===== config.mk =====
export PLATFORM = sky130hd
export DESIGN_NAME = pipe_stage_reg
export DESIGN_NICKNAME = d
export VERILOG_FILES = /design/src/rtl/pipe_pkg.sv /design/src/rtl/pipe_stage_stats.sv /design/src/rtl/pipe_stage_reg.sv
export SDC_FILE = /design/constraint.sdc
export NUM_CORES = 1
export LEC_CHECK = 0
export ABC_CLOCK_PERIOD_IN_PS = 1850
export CELL_PAD_IN_SITES_DETAIL_PLACEMENT = 1
export CELL_PAD_IN_SITES_GLOBAL_PLACEMENT = 2
export CORE_MARGIN = 4
export CORE_UTILIZATION = 28
export CTS_CLUSTER_SIZE = 16
export DETAILED_ROUTE_END_ITERATION = 16
export PLACE_DENSITY = 0.75
export SLEW_MARGIN = 25
export SYNTH_ARGS = -nofsm -noshare
export SYNTH_HDL_FRONTEND = slang
export SYNTH_SLANG_ARGS = --single-unit

===== constraint.sdc =====
create_clock -name clk -period 1.85 [get_ports clk]
set_input_delay 0.37 -clock clk [delete_from_list [all_inputs] [get_ports clk]]
set_output_delay 0.37 -clock clk [all_outputs]
set_load 0.005 [all_outputs]

===== src/rtl/pipe_pkg.sv =====
// Shared definitions for the inter-stage pipeline registers of the 5-stage core.
package pipe_pkg;

    // Stage-register state; the encoding doubles as the held-entry count.
    typedef enum logic [1:0] {
        ST_EMPTY = 2'd0,
        ST_ONE   = 2'd1,
        ST_FULL  = 2'd2
    } pipe_state_t;

    // Per-boundary bundle widths.
    localparam int unsigned IF_ID_CTRL_W  = 1;    // reserved single bit
    localparam int unsigned IF_ID_DATA_W  = 64;   // PC, instruction
    localparam int unsigned ID_EX_CTRL_W  = 14;
    localparam int unsigned ID_EX_DATA_W  = 140;
    localparam int unsigned EX_MEM_CTRL_W = 3;    // MEM_R_EN, MEM_W_EN, WB_EN
    localparam int unsigned EX_MEM_DATA_W = 68;   // ALU result, Val_Rm, Dest
    localparam int unsigned MEM_WB_CTRL_W = 2;    // MEM_R_EN, WB_EN
    localparam int unsigned MEM_WB_DATA_W = 68;   // ALU result, mem data, Dest
    localparam int unsigned STATS_CNT_W   = 16;

    // ID/EX control bundle field offsets (LSB positions) and widths.
    localparam int unsigned CTRL_SR_LSB       = 0;
    localparam int unsigned CTRL_SR_W         = 4;
    localparam int unsigned CTRL_EXE_CMD_LSB  = 4;
    localparam int unsigned CTRL_EXE_CMD_W    = 4;
    localparam int unsigned CTRL_IMM_BIT      = 8;
    localparam int unsigned CTRL_WB_EN_BIT    = 9;
    localparam int unsigned CTRL_MEM_W_EN_BIT = 10;
    localparam int unsigned CTRL_MEM_R_EN_BIT = 11;
    localparam int unsigned CTRL_B_BIT        = 12;
    localparam int unsigned CTRL_S_BIT        = 13;

    // Number of entries held in a given state.
    function automatic logic [1:0] state_occ(input pipe_state_t s);
        logic [1:0] occ;
        case (s)
            ST_ONE:  occ = 2'd1;
            ST_FULL: occ = 2'd2;
            default: occ = 2'd0;
        endcase
        return occ;
    endfunction

endpackage


===== src/rtl/pipe_stage_stats.sv =====
// Saturating statistics counters for a pipeline stage register.
module pipe_stage_stats
    import pipe_pkg::*;
#(
    parameter int unsigned CNT_W = STATS_CNT_W
) (
    input  logic             clk,
    input  logic             rst,
    input  logic             flush,
    input  logic             stall,
    input  logic [1:0]       drop_num,
    output logic [CNT_W-1:0] stall_cnt,
    output logic [CNT_W-1:0] flush_cnt,
    output logic [CNT_W-1:0] drop_cnt
);

    localparam int unsigned SUM_W = CNT_W + 1;

    // Add a small increment, clamping at all-ones.
    function automatic logic [CNT_W-1:0] sat_add(input logic [CNT_W-1:0] cnt,
                                                 input logic [1:0]       inc);
        logic [SUM_W-1:0] sum;
        sum = {1'b0, cnt} + SUM_W'(inc);
        return sum[CNT_W] ? {CNT_W{1'b1}} : sum[CNT_W-1:0];
    endfunction

    // Counter registers.
    always_ff @(posedge clk or negedge rst) begin
        if (!rst) begin
            stall_cnt <= '0;
            flush_cnt <= '0;
            drop_cnt  <= '0;
        end else begin
            stall_cnt <= sat_add(stall_cnt, {1'b0, stall});
            flush_cnt <= sat_add(flush_cnt, {1'b0, flush});
            drop_cnt  <= sat_add(drop_cnt, drop_num);
        end
    end

endmodule


===== src/rtl/pipe_stage_reg.sv =====
// Inter-stage pipeline register with valid/ready handshake and 2-entry skid.
// Optional statistics counters are enabled with `define PIPE_STAGE_STATS_EN.
module pipe_stage_reg
    import pipe_pkg::*;
#(
    parameter int unsigned CTRL_W = ID_EX_CTRL_W,
    parameter int unsigned DATA_W = ID_EX_DATA_W
`ifdef PIPE_STAGE_STATS_EN
   ,parameter int unsigned CNT_W  = STATS_CNT_W
`endif
) (
    input  logic              clk,
    input  logic              rst,
    input  logic              flush,
    input  logic              in_valid,
    output logic              in_ready,
    input  logic [CTRL_W-1:0] in_ctrl,
    input  logic [DATA_W-1:0] in_data,
    output logic              out_valid,
    input  logic              out_ready,
    output logic [CTRL_W-1:0] out_ctrl,
    output logic [DATA_W-1:0] out_data,
    output logic [1:0]        occupancy
`ifdef PIPE_STAGE_STATS_EN
   ,output logic [CNT_W-1:0]  stall_cnt,
    output logic [CNT_W-1:0]  flush_cnt,
    output logic [CNT_W-1:0]  drop_cnt
`endif
);

    pipe_state_t       state;
    logic [CTRL_W-1:0] main_ctrl;
    logic [DATA_W-1:0] main_data;
    logic [CTRL_W-1:0] skid_ctrl;
    logic [DATA_W-1:0] skid_data;
    logic              in_fire;
    logic              out_fire;

    assign in_fire   = in_valid & in_ready;
    assign out_fire  = out_valid & out_ready;
    assign out_ctrl  = main_ctrl;
    assign out_data  = main_data;
    assign occupancy = state_occ(state);

    // Skid FSM: main always holds the oldest entry, skid the younger one.
    always_ff @(posedge clk or negedge rst) begin
        if (!rst) begin
            state     <= ST_EMPTY;
            main_ctrl <= '0;
            main_data <= '0;
            skid_ctrl <= '0;
            skid_data <= '0;
            out_valid <= 1'b0;
            in_ready  <= 1'b1;
        end else if (flush) begin
            // Drop held entries and any concurrent input; a concurrent
            // out_fire has already been taken downstream.
            state     <= ST_EMPTY;
            main_ctrl <= '0;
            main_data <= '0;
            skid_ctrl <= '0;
            skid_data <= '0;
            out_valid <= 1'b0;
            in_ready  <= 1'b1;
        end else begin
            case (state)
                ST_EMPTY: begin
                    if (in_fire) begin
                        main_ctrl <= in_ctrl;
                        main_data <= in_data;
                        state     <= ST_ONE;
                        out_valid <= 1'b1;
                    end
                end
                ST_ONE: begin
                    if (in_fire && out_fire) begin
                        main_ctrl <= in_ctrl;
                        main_data <= in_data;
                    end else if (in_fire) begin
                        skid_ctrl <= in_ctrl;
                        skid_data <= in_data;
                        state     <= ST_FULL;
                        in_ready  <= 1'b0;
                    end else if (out_fire) begin
                        state     <= ST_EMPTY;
                        out_valid <= 1'b0;
                    end
                end
                ST_FULL: begin
                    if (out_fire) begin
                        main_ctrl <= skid_ctrl;
                        main_data <= skid_data;
                        state     <= ST_ONE;
                        in_ready  <= 1'b1;
                    end
                end
                default: begin
                    state     <= ST_EMPTY;
                    out_valid <= 1'b0;
                    in_ready  <= 1'b1;
                end
            endcase
        end
    end

`ifdef PIPE_STAGE_STATS_EN
    logic [1:0] drop_num;
    logic       stall;

    // Entries lost to a flush: those held, minus one leaving this cycle.
    assign drop_num = flush ? (occupancy - 2'(out_fire)) : 2'd0;
    assign stall    = out_valid & ~out_ready;

    pipe_stage_stats #(
        .CNT_W (CNT_W)
    ) u_stats (
        .clk       (clk),
        .rst       (rst),
        .flush     (flush),
        .stall     (stall),
        .drop_num  (drop_num),
        .stall_cnt (stall_cnt),
        .flush_cnt (flush_cnt),
        .drop_cnt  (drop_cnt)
    );
`endif

endmodule


==> results.yml, run 1 <==
status:
  status: "complete, but fails checks"
  violations: "negative setup slack"
power:
  switchingPower_mw: 6.443
  p_per_area_nw_per_um2: 982.0
  p_total_mw: 22.49
  power_frac_comb_pct: 29.4
  switching_share_pct: 28.65
  seq_power_share_pct: 36.8
  p_int_mw: 16.05
  irDropWorstVdd_mv: 0.4663
  pwr-share-clk_pct: 33.8
  leakagePower_nw: 10.53
timing:
  finalSetupViolCount: 289
  finalHoldViolCount: 0
  post-route-period-util_pct: 110.4
  slew_headroom_pct: 68.59
  max_freq_ghz: 0.4894
  worst_pin_slew_ps: 471.2
  setup_ws_ps: -193.3
  slew_violations: 0
  period_minus_slack_ps: 2043
  fin_skew_ps: 9.665
  rsz0062_at_grt: "true"
synthesis:
  synthMuxAreaShare_pct: 13.66
  synth_area_leaders: "dfrtp_1 (54%), nand2_1 (16%), a21oi_1 (11%)"
  syn_nets: 1699
  syn-cell-area_um2: 14340
  synth_flop_cell: "dfrtp_1"
  yosys_warnings: 0
  yosys.area_share.adder_pct: 0
  synthDistinctLibCells: 27
  avgSynthCellArea_um2: 9.313
  yosysTopAreaCell: "dfrtp_1"
  synth_xor_area_share_pct: 0.06107
  synth_compound_area_share_pct: 11.27
  synth_top_family_by_area: "simple AND/OR/NAND/NOR gates"
  async_flop_share_pct: 100.0
  synth_edf_count: 0
  synthSimpleGateAreaFrac_pct: 16.63
  synth_cells: 1540
  seq_area_frac_synth_pct: 54.45
  synth_seq_cells: 312
  yosys.area.top_type_share_pct: 54.27
floorplan:
  die_y_um: 234.3
  die_w_um: 234.3
  io_pins: 317
  die_area_um2: 54900
  initial_utilization_pct: 28.47
  fp-row-count: 82
  core_area_um2: 50380
global_routing:
  grt-ovfl-total: 0
  grt_max_degree: 85
  grt_pass1_wl_um: 78890
  track_usage_pct: 18.18
  antenna_found_initial: 1
  first_global_vias: 13650
routing:
  vias: 12670
  vias_per_cell: 4.822
  postRouteAntennaNets: 0
  wl_um: 54150
  drt_iter0_markers: 574
  firstDrtPassIters: 5
  drc: 0
  wl_per_cell_um: 20.61
clock_tree:
  path_clk_slew_ps: 60
  clock-sinks: 312
  numCtsBuffers: 38
  htreeDepth: 2
  clock-root-buffer: "clkbuf_16"
  cts_tree: "yes"
  clk_path_buf_depth: 3
  insertion_delay_ps: 540
placed_design:
  place_area_um2: 19100
  portBuffers: 316
  hpwlAfterDp_um: 32640
  gp_congestion: 0.7284
critical_path:
  worstPathArrival_ps: 2470
  crit_type: "reg -> reg"
  cp-start-kind: "flop"
  reg2reg_to: "out_data[89]$_DFFE_PN0P_"
  endpoint_kind: "flop"
  r2r_start: "state[1]$_DFFE_PN0P_"
  crit_fanout: 8
  required_ps: 2280
  reg2regPathDepth: 8
  r2r_slack_ps: -190
cells_and_area:
  final_common_cell: "nand2_1"
  stdcell_area_um2: 22900
  layout-drive-gt1-share_pct: 30.57
  register_area_um2: 7810
  multi_input_area_um2: 7278
  nets: 2093
  layout_common_cells: "nand2_1 (501), dfrtp_1 (310), clkdlybuf4s50_1 (239)"
  final.fill_count: 5500
  final_util_pct: 45.46
  diodes: 0
  syn_to_final_growth_pct: 59.69
run:
  cap_violations: 0
min_path:
  hp-class: "in -> async"
-- synth_stat cells (all sizes together) (2+ instances only) --
cell and number:
nand2 618, a21oi 311, dfrtp 311, mux2 154, clkbuf 81, buf 41
nor2 5, inv 3, nand2b 2, nor2b 2
-- layer usage --
layer,wire [um],global-route usage (%)
met1,24530,25.00
met2,26140,29.96
met3,2585,3.426
met4,895,4.116
met5,0,0
-- cell type report --
type | instances | share of cell area [%]
Inverter | 3 | 0.08195
Timing Repair Buffer | 476 | 24.96
Clock inverter | 7 | 0.4808
Sequential cell | 312 | 34.10
Multi-Input combinational cell | 1103 | 31.78
Clock buffer | 55 | 4.928
Tap cell | 672 | 3.671
-- power by group through the flow --
stage	clock network, mW	logic [mW]	registers (mW)
2_1_floorplan	0	2.23	8.17
3_5_place_dp	0	5.21	8.30
4_1_cts	7.80	5.79	8.19
6_report	7.59	6.62	8.28
3_3_place_gp	0	5.11	8.29
5_1_grt	8.09	7.10	8.37
-- critical path, cell delays in order, from the launching register on --
cell	delay (ps)
dfrtp_2	470
nand2b_4	100
o21ai_2	50
a311o_2	450
buf_6	150
buf_12	140
buf_12	130
buf_12	140
mux2_4	300
-- how the worst max path moves through the flow --
stage / to / slack [ps] / cells past startpoint / startpoint
2_1_floorplan: out_data[36]$_DFFE_PN0P_ / 30 / 6 / in_ready$_DFFE_PN1P_
3_3_place_gp: out_data[93]$_DFFE_PN0P_ / -380 / 7 / in_valid
3_5_place_dp: out_data[32]$_DFFE_PN0P_ / -430 / 6 / in_valid
4_1_cts: out_data[69]$_DFFE_PN0P_ / -190 / 8 / state[1]$_DFFE_PN0P_
5_1_grt: out_data[16]$_DFFE_PN0P_ / -260 / 8 / state[0]$_DFFE_PN0P_
6_report: out_data[89]$_DFFE_PN0P_ / -190 / 8 / state[1]$_DFFE_PN0P_
-- repair_timing --
action / 4_1_cts / 5_1_grt
pin swaps: 2 / 161
setup endpoints to repair: 205 / 344
hold buffers: 1 / 0
hold endpoints to repair: 35 / 0
gates cloned: 10 / 18
setup buffers: 24 / 21
resized for setup: 112 / 407
-- cell families after synthesis --
group                     count (synthesis)
AOI/OAI and AO/OA                       319
xor gates and xnor gates                  1
buffers and inverters                   125
DFF                                     312
muxes                                   154
and+or+nand+nor                         629
-- metrics by stage --
stage                     instances  hold WS (ps)  setup TNS [ps]  setup slack, ps
after floorplan                1540         74.41               0            32.29
after global placement         2503         270.2          -87130           -377.2
after detailed placement       2503         266.4          -90210           -428.0
after CTS                      2599         269.7          -28400           -190.4
after global routing           2628         292.0          -46570           -256.7
final                          2628         293.3          -26160           -193.3
-- registers in the layout (all words and copies together) (netlist names) --
signal / flops
in_ready: 1
out_ctrl: 14
out_data: 140
state: 2
skid_data: 140
skid_ctrl: 14
out_valid: 1
No activity file was read; power rests on OpenSTA's default activity.
==> run 2, diff against run 1 <==
- CORE_MARGIN: 4 -> 5
==> run 2 against run 1 <==
The run still ends with negative setup slack left; routed wire length grew 2.5%; sequential cell count stayed put; clock skew increased by 6.8 ps; die area increased by 1.7%; power hardly changed; largest power group unchanged; count of clock-buffer cells in the layout up 7; sequential power about the same; utilization rose by 0.65 points; highest routed layer is now met5; sequential share of layout area is 0.89 points lower; largest cell class unchanged.
==> results.yml, run 2 (synthesis results as in run 1) <==
critical_path:
  required_ps: 2270
  crit_type: "reg -> reg"
  worstPathArrival_ps: 2440
  cp_common_cell: "buf_12"
  crit_chain: "buf_6, o21ai_2, a311o_2, buf_12, buf_16, buf_12, buf_8, mux2_4"
  endpoint_kind: "flop"
  r2r_slack_ps: -170
  cp-start-kind: "flop"
  crit_fanout: 8
  cpMaxStageDelayCell: "dfrtp_2"
  slowest_delay_ps: 450
timing:
  slew_violations: 0
  max_freq_ghz: 0.4943
  finalSetupViolCount: 306
  slew_headroom_pct: 59.58
  setup_ws_ps: -173.0
  finalHoldViolCount: 0
  post-route-period-util_pct: 109.4
  fin_skew_ps: 16.49
  worst_pin_slew_ps: 606.3
  rsz0062_at_grt: "true"
  period_minus_slack_ps: 2023
power:
  switchingPower_mw: 6.680
  p_int_mw: 15.83
  pwr-share-clk_pct: 32.9
  leakagePower_nw: 10.77
  switching_share_pct: 29.68
  power_frac_comb_pct: 30.3
  seq_power_share_pct: 36.8
  irDropWorstVdd_mv: 0.5762
  p_per_area_nw_per_um2: 957.3
routing:
  vias_per_cell: 4.826
  wl_um: 55490
  vias: 12860
  drc: 0
  drt_iter0_markers: 622
  postRouteAntennaNets: 0
  wl_per_cell_um: 20.82
  firstDrtPassIters: 4
clock_tree:
  insertion_delay_ps: 550
  numCtsBuffers: 38
  clk_path_buf_depth: 3
  htreeDepth: 2
  clock-sinks: 312
  clock-root-buffer: "clkbuf_16"
  cts_tree: "yes"
  path_clk_slew_ps: 60
floorplan:
  die_area_um2: 55840
  die_y_um: 236.3
  io_pins: 317
  die_w_um: 236.3
  fp-row-count: 83
  initial_utilization_pct: 28.13
  core_area_um2: 50990
cells_and_area:
  final_common_cell: "nand2_1"
  stdcell_area_um2: 23520
  diodes: 0
  final.fill_count: 5486
  final_cells: 2665
  layout-drive-gt1-share_pct: 35.26
  layout_common_cells: "nand2_1 (466), dfrtp_1 (310), clkdlybuf4s50_1 (226)"
  syn_to_final_growth_pct: 63.97
  nets: 2115
placed_design:
  gp_congestion: 0.7536
  portBuffers: 316
  hpwlAfterDp_um: 33540
  place_area_um2: 19200
  place_ws_ps: -469.4
  dp_cells: 2518
global_routing:
  track_usage_pct: 17.61
  grt_pass1_wl_um: 79240
  grt_max_degree: 68
  grt-ovfl-total: 0
  antenna_found_initial: 2
  first_global_vias: 13390
status:
  status: "complete, but fails checks"
  violations: "negative setup slack"
min_path:
  hp-class: "in -> reg"
run:
  cap_violations: 0
[run 2: area by class of cell]
type                       count  area, um2  area share (%)
inverter                       3      16.27         0.06917
clock inverter                 7      56.30          0.2394
clock buffer                  62       1171           4.980
multi-input combinational   1103       7586           32.26
sequential                   312       7810           33.21
timing repair buffer         498       6025           25.62
tap                          680      850.8           3.618
[run 2: timing repair]
item / in CTS / in global routing
setup endpoints to repair: 212 / 335
hold endpoints to repair: 41 / 0
buffers inserted: 25 / 22
hold buffers: 1 / 0
resized for setup: 112 / 504
gates cloned: 11 / 24
pin swaps: 2 / 264
[run 2: critical path, delay by kind of cell, from the launching register on]
| kind | cells | cell delay, ps |
|---|---|---|
| buffers and inverters | 5 | 690 |
| flip-flops | 1 | 450 |
| AO/OA/AOI/OAI | 2 | 440 |
| multiplexers | 1 | 290 |
[run 2: worst paths after layout]
| check | startpoint | to | cells after the start |
|---|---|---|---|
| max in group asynchronous | rst | out_ctrl[13]$_DFFE_PN0P_ | 3 |
| setup / recovery | state[1]$_DFFE_PN0P_ | out_data[5]$_DFFE_PN0P_ | 8 |
| min in group asynchronous | rst | skid_data[121]$_DFFE_PN0P_ | 2 |
| hold / removal | flush | skid_data[91]$_DFFE_PN0P_ | 3 |
| setup reg to reg | state[1]$_DFFE_PN0P_ | out_data[5]$_DFFE_PN0P_ | 8 |
| hold reg to reg | out_data[17]$_DFFE_PN0P_ | out_data[17]$_DFFE_PN0P_ | 1 |
[run 2: per-layer routing]
metal / up-vias / routed length (um) / track usage (%) / part of all wire [%]
met1: 6581 / 24920 / 24.30 / 45
met3: 67 / 2717 / 3.765 / 4.9
met4: 4 / 1094 / 4.058 / 2.0
met2: 297 / 26730 / 28.57 / 48
li1: 5912 / - / - / -
met5: - / 21 / 0 / 0.038
[run 2: power groups by stage]
stage / clock network (mW) / registers (mW) / logic [mW]
after floorplan: 0 / 8.17 / 2.23
after global placement: 0 / 8.28 / 5.16
after detailed placement: 0 / 8.29 / 5.26
after CTS: 7.60 / 8.18 / 5.76
after global routing: 7.92 / 8.37 / 7.28
final: 7.40 / 8.28 / 6.83
[run 2: per-stage QoR]
step / power, mW / TNS (ps) / util, % / hold WS, ps
2_1_floorplan: 10.39 / 0 / - / 74.41
3_3_place_gp: 13.44 / -91670 / 37.65 / 394.4
3_5_place_dp: 13.55 / -101710 / 37.65 / 390.1
4_1_cts: 21.54 / -13110 / 41.29 / 300.5
5_1_grt: 23.57 / -38630 / 46.12 / 329.2
6_report: 22.51 / -23980 / 46.12 / 330.4
